`src/rtl/wgt_pkg.sv`:
```
// -----------------------------------------------------------------------------
// wgt_pkg
// Shared constants, FSM state type and configuration check for the weight
// load controller and its lane demultiplexer.
//   SIZE      : number of weight-buffer lanes
//   ADDR_WID  : per-lane write address width
//   BEAT_WID  : width of one incoming weight beat
//   KSIZE_MAX : largest legal kernel side
// -----------------------------------------------------------------------------
package wgt_pkg;

    localparam int SIZE      = 8;
    localparam int ADDR_WID  = 5;
    localparam int BEAT_WID  = 128;
    localparam int KSIZE_MAX = 5;

    typedef enum logic [1:0] {
        IDLE       = 2'd0,
        WAIT_EMPTY = 2'd1,
        LOAD       = 2'd2,
        DONE       = 2'd3
    } state_t;

    // A load is legal when the kernel side is 1..KSIZE_MAX and the
    // active lane count is 1..lanes.
    function automatic logic cfg_legal(input logic [2:0] k,
                                       input logic [3:0] vn,
                                       input logic [3:0] lanes);
        return (k != 3'd0) && (k <= 3'(KSIZE_MAX)) &&
               (vn != 4'd0) && (vn <= lanes);
    endfunction

endpackage

```
`src/rtl/wgt_lane_demux.sv`:
```
// -----------------------------------------------------------------------------
// wgt_lane_demux
// Registers one accepted weight beat into the slot of the selected lane.
// One cycle after 'valid', wr_en carries a one-hot strobe for 'lane', and the
// lane's address field and data slot hold the new values. Unselected lanes
// keep their previous address and data.
// Ports:
//   clock, rst_n : clock, asynchronous active-low reset
//   valid        : a beat is being written this cycle
//   lane         : destination lane index
//   addr         : per-lane write address
//   data         : beat payload
//   wr_en        : registered one-hot lane strobe
//   wr_addr      : packed per-lane address fields (lane i at [i*AW +: AW])
//   data_out     : packed per-lane data slots (lane i at [i*BW +: BW])
// -----------------------------------------------------------------------------
module wgt_lane_demux
    import wgt_pkg::*;
#(
    parameter  int LANES = SIZE,
    parameter  int AW    = ADDR_WID,
    parameter  int BW    = BEAT_WID,
    localparam int LW    = (LANES > 1) ? $clog2(LANES) : 1
) (
    input  logic                  clock,
    input  logic                  rst_n,
    input  logic                  valid,
    input  logic [LW-1:0]         lane,
    input  logic [AW-1:0]         addr,
    input  logic [BW-1:0]         data,
    output logic [LANES-1:0]      wr_en,
    output logic [AW*LANES-1:0]   wr_addr,
    output logic [BW*LANES-1:0]   data_out
);

    logic [LANES-1:0]    wr_en_r;
    logic [AW*LANES-1:0] wr_addr_r;
    logic [BW*LANES-1:0] data_r;

    // Strobe lasts one cycle; address and data slots are sticky per lane.
    always_ff @(posedge clock or negedge rst_n) begin
        if (!rst_n) begin
            wr_en_r   <= '0;
            wr_addr_r <= '0;
            data_r    <= '0;
        end else begin
            wr_en_r <= '0;
            if (valid) begin
                wr_en_r[lane]            <= 1'b1;
                wr_addr_r[lane*AW +: AW] <= addr;
                data_r[lane*BW +: BW]    <= data;
            end
        end
    end

    assign wr_en    = wr_en_r;
    assign wr_addr  = wr_addr_r;
    assign data_out = data_r;

endmodule

```
`src/rtl/wgt_load_ctrl.sv`:
```
// -----------------------------------------------------------------------------
// wgt_load_ctrl
// Feeds the per-lane weight buffers. After a legal start and once the buffers
// report empty, it accepts ksize*ksize*valid_num beats and scatters them
// address-outer / lane-inner: beat n goes to lane n mod valid_num at address
// n div valid_num. i2c_ready rises once the whole kernel set is written.
// Ports:
//   clock, rst_n          : clock, asynchronous active-low reset
//   start                 : one-cycle load request
//   cfg_ksize             : kernel side (1..5)
//   cfg_valid_num         : active lanes (1..SIZE)
//   buf_empty_wgt         : downstream buffers empty
//   s_data/s_valid/s_ready: beat stream handshake
//   wgt_wr_en             : one-hot lane write strobe
//   wgt_wr_addr           : per-lane write addresses
//   weights_out           : per-lane data slots
//   ksize, valid_num      : latched configuration
//   i2c_ready             : load complete (level)
//   busy                  : waiting for empty buffers or loading
//   err_cfg               : one-cycle pulse on an illegal start
// -----------------------------------------------------------------------------
module wgt_load_ctrl #(
    parameter  int DATA_WID = 16,
    parameter  int SIZE     = wgt_pkg::SIZE,
    parameter  int ADDR_WID = wgt_pkg::ADDR_WID,
    localparam int BEAT_W   = (wgt_pkg::BEAT_WID / DATA_WID) * DATA_WID
) (
    input  logic                       clock,
    input  logic                       rst_n,
    input  logic                       start,
    input  logic [2:0]                 cfg_ksize,
    input  logic [3:0]                 cfg_valid_num,
    input  logic                       buf_empty_wgt,
    input  logic [BEAT_W-1:0]          s_data,
    input  logic                       s_valid,
    output logic                       s_ready,
    output logic [SIZE-1:0]            wgt_wr_en,
    output logic [ADDR_WID*SIZE-1:0]   wgt_wr_addr,
    output logic [BEAT_W*SIZE-1:0]     weights_out,
    output logic [2:0]                 ksize,
    output logic [3:0]                 valid_num,
    output logic                       i2c_ready,
    output logic                       busy,
    output logic                       err_cfg
);

    import wgt_pkg::state_t;
    import wgt_pkg::IDLE;
    import wgt_pkg::WAIT_EMPTY;
    import wgt_pkg::LOAD;
    import wgt_pkg::DONE;
    import wgt_pkg::cfg_legal;

    localparam int LANE_W = (SIZE > 1) ? $clog2(SIZE) : 1;

    state_t               state_r;
    state_t               state_s;

    logic [LANE_W-1:0]    lane_cnt_r;
    logic [ADDR_WID-1:0]  addr_cnt_r;
    logic [7:0]           beat_cnt_r;
    logic [7:0]           total_r;
    logic [2:0]           ksize_r;
    logic [3:0]           valid_num_r;
    logic                 s_ready_r;
    logic                 busy_r;
    logic                 err_cfg_r;
    logic                 i2c_ready_r;

    logic                 can_start_s;
    logic                 start_ok_s;
    logic                 start_bad_s;
    logic                 accept_s;
    logic                 last_s;
    logic                 lane_wrap_s;

    // Handshake decode and next-state selection.
    always_comb begin
        can_start_s = 1'b0;
        start_ok_s  = 1'b0;
        start_bad_s = 1'b0;
        accept_s    = 1'b0;
        last_s      = 1'b0;
        lane_wrap_s = 1'b0;
        state_s     = state_r;

        can_start_s = (state_r == IDLE) || (state_r == DONE);
        if (start && can_start_s) begin
            start_ok_s  = cfg_legal(cfg_ksize, cfg_valid_num, 4'(SIZE));
            start_bad_s = !cfg_legal(cfg_ksize, cfg_valid_num, 4'(SIZE));
        end else begin
            start_ok_s  = 1'b0;
            start_bad_s = 1'b0;
        end

        // s_ready_r is high exactly while in LOAD.
        accept_s    = s_valid && s_ready_r;
        last_s      = accept_s && (beat_cnt_r == (total_r - 8'd1));
        lane_wrap_s = (4'(lane_cnt_r) == (valid_num_r - 4'd1));

        case (state_r)
            IDLE, DONE: begin
                if (start_ok_s) begin
                    state_s = WAIT_EMPTY;
                end else begin
                    state_s = state_r;
                end
            end
            WAIT_EMPTY: begin
                if (buf_empty_wgt) begin
                    state_s = LOAD;
                end else begin
                    state_s = WAIT_EMPTY;
                end
            end
            LOAD: begin
                if (last_s) begin
                    state_s = DONE;
                end else begin
                    state_s = LOAD;
                end
            end
            default: begin
                state_s = IDLE;
            end
        endcase
    end

    // State register.
    always_ff @(posedge clock or negedge rst_n) begin
        if (!rst_n) begin
            state_r <= IDLE;
        end else begin
            state_r <= state_s;
        end
    end

    // Status outputs, registered from the next state so they track it
    // without a cycle of lag; s_ready drops on the final accept edge.
    always_ff @(posedge clock or negedge rst_n) begin
        if (!rst_n) begin
            s_ready_r   <= 1'b0;
            busy_r      <= 1'b0;
            err_cfg_r   <= 1'b0;
            i2c_ready_r <= 1'b0;
        end else begin
            s_ready_r <= (state_s == LOAD);
            busy_r    <= (state_s == WAIT_EMPTY) || (state_s == LOAD);
            err_cfg_r <= start_bad_s;
            // DONE is entered on the last accept; the final strobe appears in
            // that same cycle, so i2c_ready follows one cycle behind it.
            if (start_ok_s) begin
                i2c_ready_r <= 1'b0;
            end else if (state_r == DONE) begin
                i2c_ready_r <= 1'b1;
            end else begin
                i2c_ready_r <= i2c_ready_r;
            end
        end
    end

    // Configuration latch and beat/lane/address counters.
    always_ff @(posedge clock or negedge rst_n) begin
        if (!rst_n) begin
            ksize_r     <= 3'd0;
            valid_num_r <= 4'd0;
            total_r     <= 8'd0;
            beat_cnt_r  <= 8'd0;
            lane_cnt_r  <= '0;
            addr_cnt_r  <= '0;
        end else if (start_ok_s) begin
            ksize_r     <= cfg_ksize;
            valid_num_r <= cfg_valid_num;
            total_r     <= 8'(cfg_ksize) * 8'(cfg_ksize) * 8'(cfg_valid_num);
            beat_cnt_r  <= 8'd0;
            lane_cnt_r  <= '0;
            addr_cnt_r  <= '0;
        end else if (accept_s) begin
            beat_cnt_r <= beat_cnt_r + 8'd1;
            if (lane_wrap_s) begin
                lane_cnt_r <= '0;
                addr_cnt_r <= addr_cnt_r + ADDR_WID'(1);
            end else begin
                lane_cnt_r <= lane_cnt_r + LANE_W'(1);
            end
        end else begin
            beat_cnt_r <= beat_cnt_r;
        end
    end

    wgt_lane_demux #(
        .LANES (SIZE),
        .AW    (ADDR_WID),
        .BW    (BEAT_W)
    ) u_demux (
        .clock    (clock),
        .rst_n    (rst_n),
        .valid    (accept_s),
        .lane     (lane_cnt_r),
        .addr     (addr_cnt_r),
        .data     (s_data),
        .wr_en    (wgt_wr_en),
        .wr_addr  (wgt_wr_addr),
        .data_out (weights_out)
    );

    assign s_ready   = s_ready_r;
    assign busy      = busy_r;
    assign err_cfg   = err_cfg_r;
    assign i2c_ready = i2c_ready_r;
    assign ksize     = ksize_r;
    assign valid_num = valid_num_r;

endmodule

```
`config.mk`:
```
export PLATFORM = sky130hd
export DESIGN_NAME = wgt_load_ctrl
export DESIGN_NICKNAME = d
export VERILOG_FILES = /design/src/rtl/wgt_pkg.sv /design/src/rtl/wgt_lane_demux.sv /design/src/rtl/wgt_load_ctrl.sv
export SDC_FILE = /design/constraint.sdc
export NUM_CORES = 2
export LEC_CHECK = 0
export BUFFER_PORTS_ARGS = -buffer_cell sky130_fd_sc_hd__buf_2
export CAP_MARGIN = 20
export CORE_AREA = 2 2 475 477
export DETAILED_ROUTE_END_ITERATION = 8
export DIE_AREA = 0 0 477 479
export PLACE_DENSITY = 0.36
export SLEW_MARGIN = 15
export SYNTH_ARGS = -nofsm -noshare
export SYNTH_HDL_FRONTEND = slang
export SYNTH_SLANG_ARGS = --single-unit
```
`constraint.sdc`:
```
create_clock -name clock -period 3.3 [get_ports clock]
set_input_delay 0.66 -clock clock [delete_from_list [all_inputs] [get_ports clock]]
set_output_delay 0.66 -clock clock [all_outputs]
set_load 0.03 [all_outputs]
```
# Word level (Yosys, flattened, before mapping)
# Index checks and enable logic that the tools add are counted.
dict set report word_totals {
  reg_bits 1109
  input_bits 140
  out_inout_bits 1083
  wordCells 78
}
dict set report classes {
  add_sub_neg 7
  mul 3
  n_lt_le_gt_ge 4
  n_eq_ne 7
  n_shift 4
  n_mux 21
  reduce_logical 18
}
# op n
set op_table {}
lappend op_table {{bitwise mux 1024 bit} 1}
lappend op_table {{variable shift 128 x 34 -> 1024 bit (first input constant)} 1}
lappend op_table {{indexed part select 128 x 34 -> 1024 bit} 1}
lappend op_table {{bitwise mux 40 bit} 1}
lappend op_table {{variable shift 5 x 34 -> 40 bit (first input constant)} 1}
lappend op_table {{indexed part select 5 x 34 -> 40 bit} 1}
lappend op_table {{negation 10 -> 34 bit} 1}
lappend op_table {{negation 6 -> 34 bit} 1}
lappend op_table {{2-to-1 mux 8 bit} 3}
lappend op_table {{2-to-1 mux 5 bit} 3}
lappend op_table {{2-to-1 mux 3 bit} 3}
lappend op_table {{adder 8 x 1 -> 8 bit (second input constant)} 1}
lappend op_table {{== test 8 bit} 1}
lappend op_table {{multiplier 6 x 4 -> 8 bit} 1}
lappend op_table {{subtractor 8 x 1 -> 8 bit (second input constant)} 1}
lappend op_table {{logical AND 1 bit} 7}
lappend op_table {{== test 2 bit (second input constant)} 3}
lappend op_table {{multiplier 3 x 3 -> 6 bit} 1}
lappend op_table {{multiplier 3 x 3 -> 6 bit (second input constant)} 1}
lappend op_table {{2-to-1 mux 1 bit} 6}
lappend op_table {{one-hot mux 2 bit (3 select lines)} 1}
lappend op_table {{nonzero test 2 bit} 3}
lappend op_table {{adder 5 x 1 -> 5 bit (second input constant)} 1}
lappend op_table {{== test 2 x 1 -> 1 bit (second input constant)} 2}
lappend op_table {{other kinds (16)} 18}

# Longest topological paths before layout
dict set report logic_depth {
  word_depth 9
  mapped_depth 14
}

# Modules after synthesis
# From an unflattened synthesis, not the netlist that was laid out.
dict set report hier_totals {
  cells_unflattened 3850
  hier_area_um2 45650.0
}
# mod n_inst cells_per_inst area_each_um2 seq_area_each_um2
set modules_own_cells {}
lappend modules_own_cells {wgt_lane_demux 1 3587 43210.2 26825.7}
lappend modules_own_cells {wgt_load_ctrl 1 263 2439.8 925.9}

# Worst setup path before layout
# Ideal clock, no wire load.
dict set report synth_timing {
  path_type {in2reg}
  startpoint {input port cfg_ksize[1]}
  endpoint {register total_r[7]}
  setup_time_ps 130
  arrival_ps 3355
  required_time_ps 3170
  slack_ps -185
  cell_stages 14
  n_path_buf 1
  path_cell_list {clkbuf_1 -> and2_1 -> ha_1 -> xnor2_1 -> nand2b_1 -> fa_1 -> fa_1 -> inv_1 -> ha_1 -> nand2b_1 -> a21oi_1 -> xnor2_1 -> xnor2_1 -> o21ai_0}
}
dict set report synth_via {
  elab_chain_len 5
  word_cells_on_any_way 8
  cone_classes {mul (2); order compare (1); mux (1); reduce/logical (4)}
}
# item line
set synth_rtl {}
lappend synth_rtl {{from (decl)} wgt_load_ctrl.sv:31} ;# input logic [2:0] cfg_ksize,
lappend synth_rtl {{parallel branches: the longest is 5 deep, another holds multiplier 6 x 4 -> 8 bit} -}
lappend synth_rtl {{to (signal assigned)} wgt_load_ctrl.sv:174} ;# total_r <= 8'(cfg_ksize) * 8'(cfg_ksize) * 8'(cfg_valid_num);
lappend synth_rtl {{to (decl)} wgt_load_ctrl.sv:62} ;# logic [7:0] total_r;
# Several ways; the timed one is not identified.
# A chain may end at the register's enable or synchronous reset.

# Final worst setup path
dict set report layout_timing {
  startpoint {register lane_cnt_r[0]}
  endpoint {register u_demux.data_r[41] (netlist: u_demux.data_out[41])}
}
dict set report layout_via {
  elab_chain_len 3
  word_cells_on_any_way 4
  cone_classes {add/sub (1); shift (2); mux (1)}
}
# item line
set layout_rtl {}
lappend layout_rtl {{from (decl)} wgt_load_ctrl.sv:59} ;# logic [LANE_W-1:0] lane_cnt_r;
lappend layout_rtl {{from (signal assigned)} wgt_load_ctrl.sv:184} ;# lane_cnt_r <= lane_cnt_r + LANE_W'(1);
lappend layout_rtl {{negation 10 -> 34 bit *} wgt_lane_demux.sv:51} ;# data_r[lane*BW +: BW] <= data;
lappend layout_rtl {{indexed part select 128 x 34 -> 1024 bit / variable shift 128 x 34 -> 1024 bit (equally long branches)} wgt_lane_demux.sv:51}
lappend layout_rtl {{bitwise mux 1024 bit *} wgt_lane_demux.sv:51}
lappend layout_rtl {{to (signal, indexed assignment)} wgt_lane_demux.sv:51}
lappend layout_rtl {{to (decl)} wgt_lane_demux.sv:38} ;# logic [BW*LANES-1:0] data_r;
# Mark *: on every way between the ends. The rest lies on a longest branch, timed or not.

==> impl_metrics.toml <==
[clock_tree]
ctsHoldBuffers = 1
cts_resized = 0
cts_buffers = 139
clkLatencyLatePin_ns = 0.80
clkSinkCount = 1109
tritoncts = "yes"
cts.reportedPaths.clkPinSlew_ns = 0.06
htreeDepth = 4
cts-root-to-sink-buffers = 3
number_of_post_cts_setup_repair_buffers = 0
clockRootBuffer = "sky130_fd_sc_hd__clkbuf_16"

[synth]
synth_cell_types = 47
netlist_area_um2 = 43050
fraction_of_the_mapped_netlist_area_in_adder_cells = 0.009300
synthCells = 4008
post_synth.cell_area_avg_um2 = 10.74
synth_flop_cell = "sky130_fd_sc_hd__dfrtp_1"
post_synth_xor_area_fraction = 0.006307
number_of_synthesized_flops_with_an_enable_pin = 0
syn_warnings = 0
synthesis.nets = 4177
synth-async-reset-ratio = 1.000
simple_gate_share_of_the_synthesized_area = 0.1311
synth_seq_cells = 1109
synth_compound_gate_area_share = 0.09795
seq_total_area_yosys = 0.6446
synth_top_family_by_area = "simple AND/OR/NAND/NOR gates"
muxShareOfSynthArea = 0.07824

[setup_path]
r2r.worst_path.cells = 8
worst_setup_path_end_kind = "flop"
worstSetupPathDepth = 8
criticalPathCategory = "flop to flop"
worst-endpoint-required_ns = 3.94
critical_path_arrival_ns = 3.68
critical_path.max_stage_delay_ns = 0.67
crit_path_frequent_cell = "sky130_fd_sc_hd__ha_1"
timing.critical_path.max_delay_family = "simple AND/OR/NAND/NOR gates"
critPathSlowestCell = "sky130_fd_sc_hd__or4_4"
list_of_cells_traversed_by_the_critical_path = "clkinv_2, ha_1, ha_1, or4_4, nor2_8, buf_12, buf_4, mux2_4"
worstSetupStartpointType = "flop"
path_max_fanout = 15
timing.critical_path.buf_inv = 3

[global_routing]
global_route.usage.met3 = 0.06431
grt_start_max_net_pins = 111
globalRouteMet2Util = 0.2896
grt.busiest_layer = "met2"
grt_util_all_layers = 0.1783
grt_use_met1 = 0.2223
grt_antenna_before_repair = 12
grt_pass1_wl_um = 290800
grt_overflow = 0
first_global_vias = 34550

[drt]
drt-vias-per-instance = 4.074
dr.first_iter.drc_count = 1944
detailroute.via_count = 33980
wl_per_cell_um = 25.00
drt_wl_total_um = 208500
drt_first_pass_iters = 5
drc_errors = 0
ant_nets = 0

[floorplanning]
floorplan.rows = 174
die_width_um = 477
vert_die_dim_um = 479
floorplan.die_area_um2 = 228500
start_util = 0.1925
placeableCoreArea_um2 = 223600
ioPinCount = 1223

[timing]
grt_setup_unrepaired = "false"
worst_clock_skew_ns = 0.03846
final_period_minus_worst_setup_slack_ns = 3.045
final-max-slew-violation-count = 0
finalHoldViolations = 0
final-setup-viol-count = 0
worst_pin_slew_ns = 0.8505
max-slew-margin-rel = 0.4330
max_clock_freq_mhz = 328.4
final.setup.worst_slack_ns = 0.2551
layout_worst_path_cycle_share = 0.9227
timing.hold.ws_ns = 0.1465

[flow_run]
maxCapViolCount = 0

[placement]
post_place_setup_slack_ns = -0.08908
weighted_congestion_at_the_end_of_routability_driven_global_placement = 0.8271
io_buffer_count = 1222
dp.final_hpwl_um = 156600

[power]
vdd_drop_max_uv = 527.6
finalPower_mw = 46.38
p_sw_frac = 0.3833
power.share.sequential = 0.365
p_leak_nw = 29.09
power.internal_mw = 28.60
p_comb_frac = 0.300
power_switching_mw = 17.78
share_clk_of_total_power = 0.335
power.density_nw_per_um2 = 799.0

[cells_and_area]
layout_common_cells = "sky130_fd_sc_hd__nand2_1, sky130_fd_sc_hd__buf_2, sky130_fd_sc_hd__dfrtp_1"
most_common_cell_after_layout_fill_and_taps_aside = "sky130_fd_sc_hd__nand2_1"
syn2layout_area_growth_pct = 34.85
postLayoutCoreUtil = 0.2596
final_layout_size_suffix_gt1_frac = 0.3378
final_net_count = 5399

[hold_path]
worst_hold_path.num_cells = 3
worst_hold_path_type = "input pin to flop"

[status]
run_status = "completed"
==> state kept, by name, summed over array words and instances (netlist names) <==
name              cells
i2c_ready             1
state_r               2
u_demux.wr_addr      40
busy                  1
err_cfg               1
lane_cnt_r            3
ksize                 3
addr_cnt_r            5
u_demux.wr_en         8
total_r               8
u_demux.data_out   1024
beat_cnt_r            8
valid_num             4
s_ready               1
==> worst min-delay path, cell delays in order <==
cell and delay (ns):
sky130_fd_sc_hd__buf_2 0.12, sky130_fd_sc_hd__nand2_1 0.05, sky130_fd_sc_hd__nor2_1 0.03
==> path summary, 6_finish.rpt <==
path                                           to                  start  slack [ns]
max                          u_demux.data_out[41]          lane_cnt_r[0]        0.26
min                                       err_cfg                  start        0.15
max reg2reg                  u_demux.data_out[41]          lane_cnt_r[0]        0.26
min reg2reg                 u_demux.data_out[507]  u_demux.data_out[507]        0.47
max in group asynchronous   u_demux.data_out[858]                  rst_n        1.66
min in group asynchronous  u_demux.data_out[1020]                  rst_n        0.56
==> stage by stage <==
stage | instance area, µm² | instances | setup TNS, ns
global placement | 53350 | 8080 | -0.1472
CTS | 58040 | 8336 | 0
floorplan | 43130 | 4008 | 0
finish | 58050 | 8340 | 0
detailed placement | 53350 | 8080 | -0.08908
global route | 58040 | 8337 | 0
==> cell type report <==
class	instances	area [µm²]
Fill cell	24240	165500
Sequential cell	1109	27750
Multi-Input combinational cell	2607	14040
Timing Repair Buffer	1352	7742
Clock buffer	206	4030
Tap cell	2992	3744
Clock inverter	49	649.4
Inverter	21	80.08
Antenna cell	4	10.01
==> cell usage after synthesis, types with 5 or more instances <==
cell type                     n  area (µm²)
sky130_fd_sc_hd__o21ai_0    812        4064
sky130_fd_sc_hd__a21oi_1     13       65.06
sky130_fd_sc_hd__nor2_1      26       97.59
sky130_fd_sc_hd__xnor2_1     19       166.4
sky130_fd_sc_hd__and2_1      14       87.58
sky130_fd_sc_hd__nand2b_1     9       56.30
sky130_fd_sc_hd__nor3_1       9       45.04
sky130_fd_sc_hd__xor2_1      12       105.1
sky130_fd_sc_hd__dfrtp_1   1109       27750
sky130_fd_sc_hd__nand2_1   1340        5030
sky130_fd_sc_hd__nand4_1      8       50.05
sky130_fd_sc_hd__buf_4       11       82.58
sky130_fd_sc_hd__mux2_4     100        1501
sky130_fd_sc_hd__buf_2       40       200.2
sky130_fd_sc_hd__nor2b_1      5       31.28
sky130_fd_sc_hd__mux2_2     103        1160
sky130_fd_sc_hd__buf_12      11       220.2
sky130_fd_sc_hd__mux2_1      61       686.9
sky130_fd_sc_hd__fa_1         5       100.1
sky130_fd_sc_hd__buf_1       17       63.81
sky130_fd_sc_hd__nand3_1     16       80.08
sky130_fd_sc_hd__ha_1        24       300.3
sky130_fd_sc_hd__clkbuf_1   188       705.7
sky130_fd_sc_hd__inv_1       18       67.56
==> metal layers <==
| layer | wire (µm) | vias to the layer above | share of wire |
|---|---|---|---|
| met1 | 88390 | 16910 | 0.42 |
| li1 | - | 15730 | - |
| met4 | 5437 | 0 | 0.026 |
| met3 | 17170 | 241 | 0.082 |
| met2 | 97470 | 1096 | 0.47 |
| met5 | 0 | - | 0 |
==> power groups by stage <==
stage | Sequential [mW] | Combinational, mW | Clock, mW
after floorplan | 20.9 | 4.31 | 0
after global placement | 17.1 | 14.1 | 0
after detailed placement | 17.1 | 14.2 | 0
after CTS | 16.9 | 14.2 | 16.1
after global routing | 17.2 | 14.8 | 16.6
final | 16.9 | 13.9 | 15.5
==> cell families (layout without fill, tap and decap cells) <==
group	after synthesis	count (layout)
and+or+nand+nor	1446	1446
DFF	1109	1109
AOI/OAI and AO/OA	835	835
buffers and inverters	292	1628
muxes	266	266
xor gates and xnor gates	31	31
adders and majority gates	29	29
other	0	4
(Power assumes the default switching activity.)
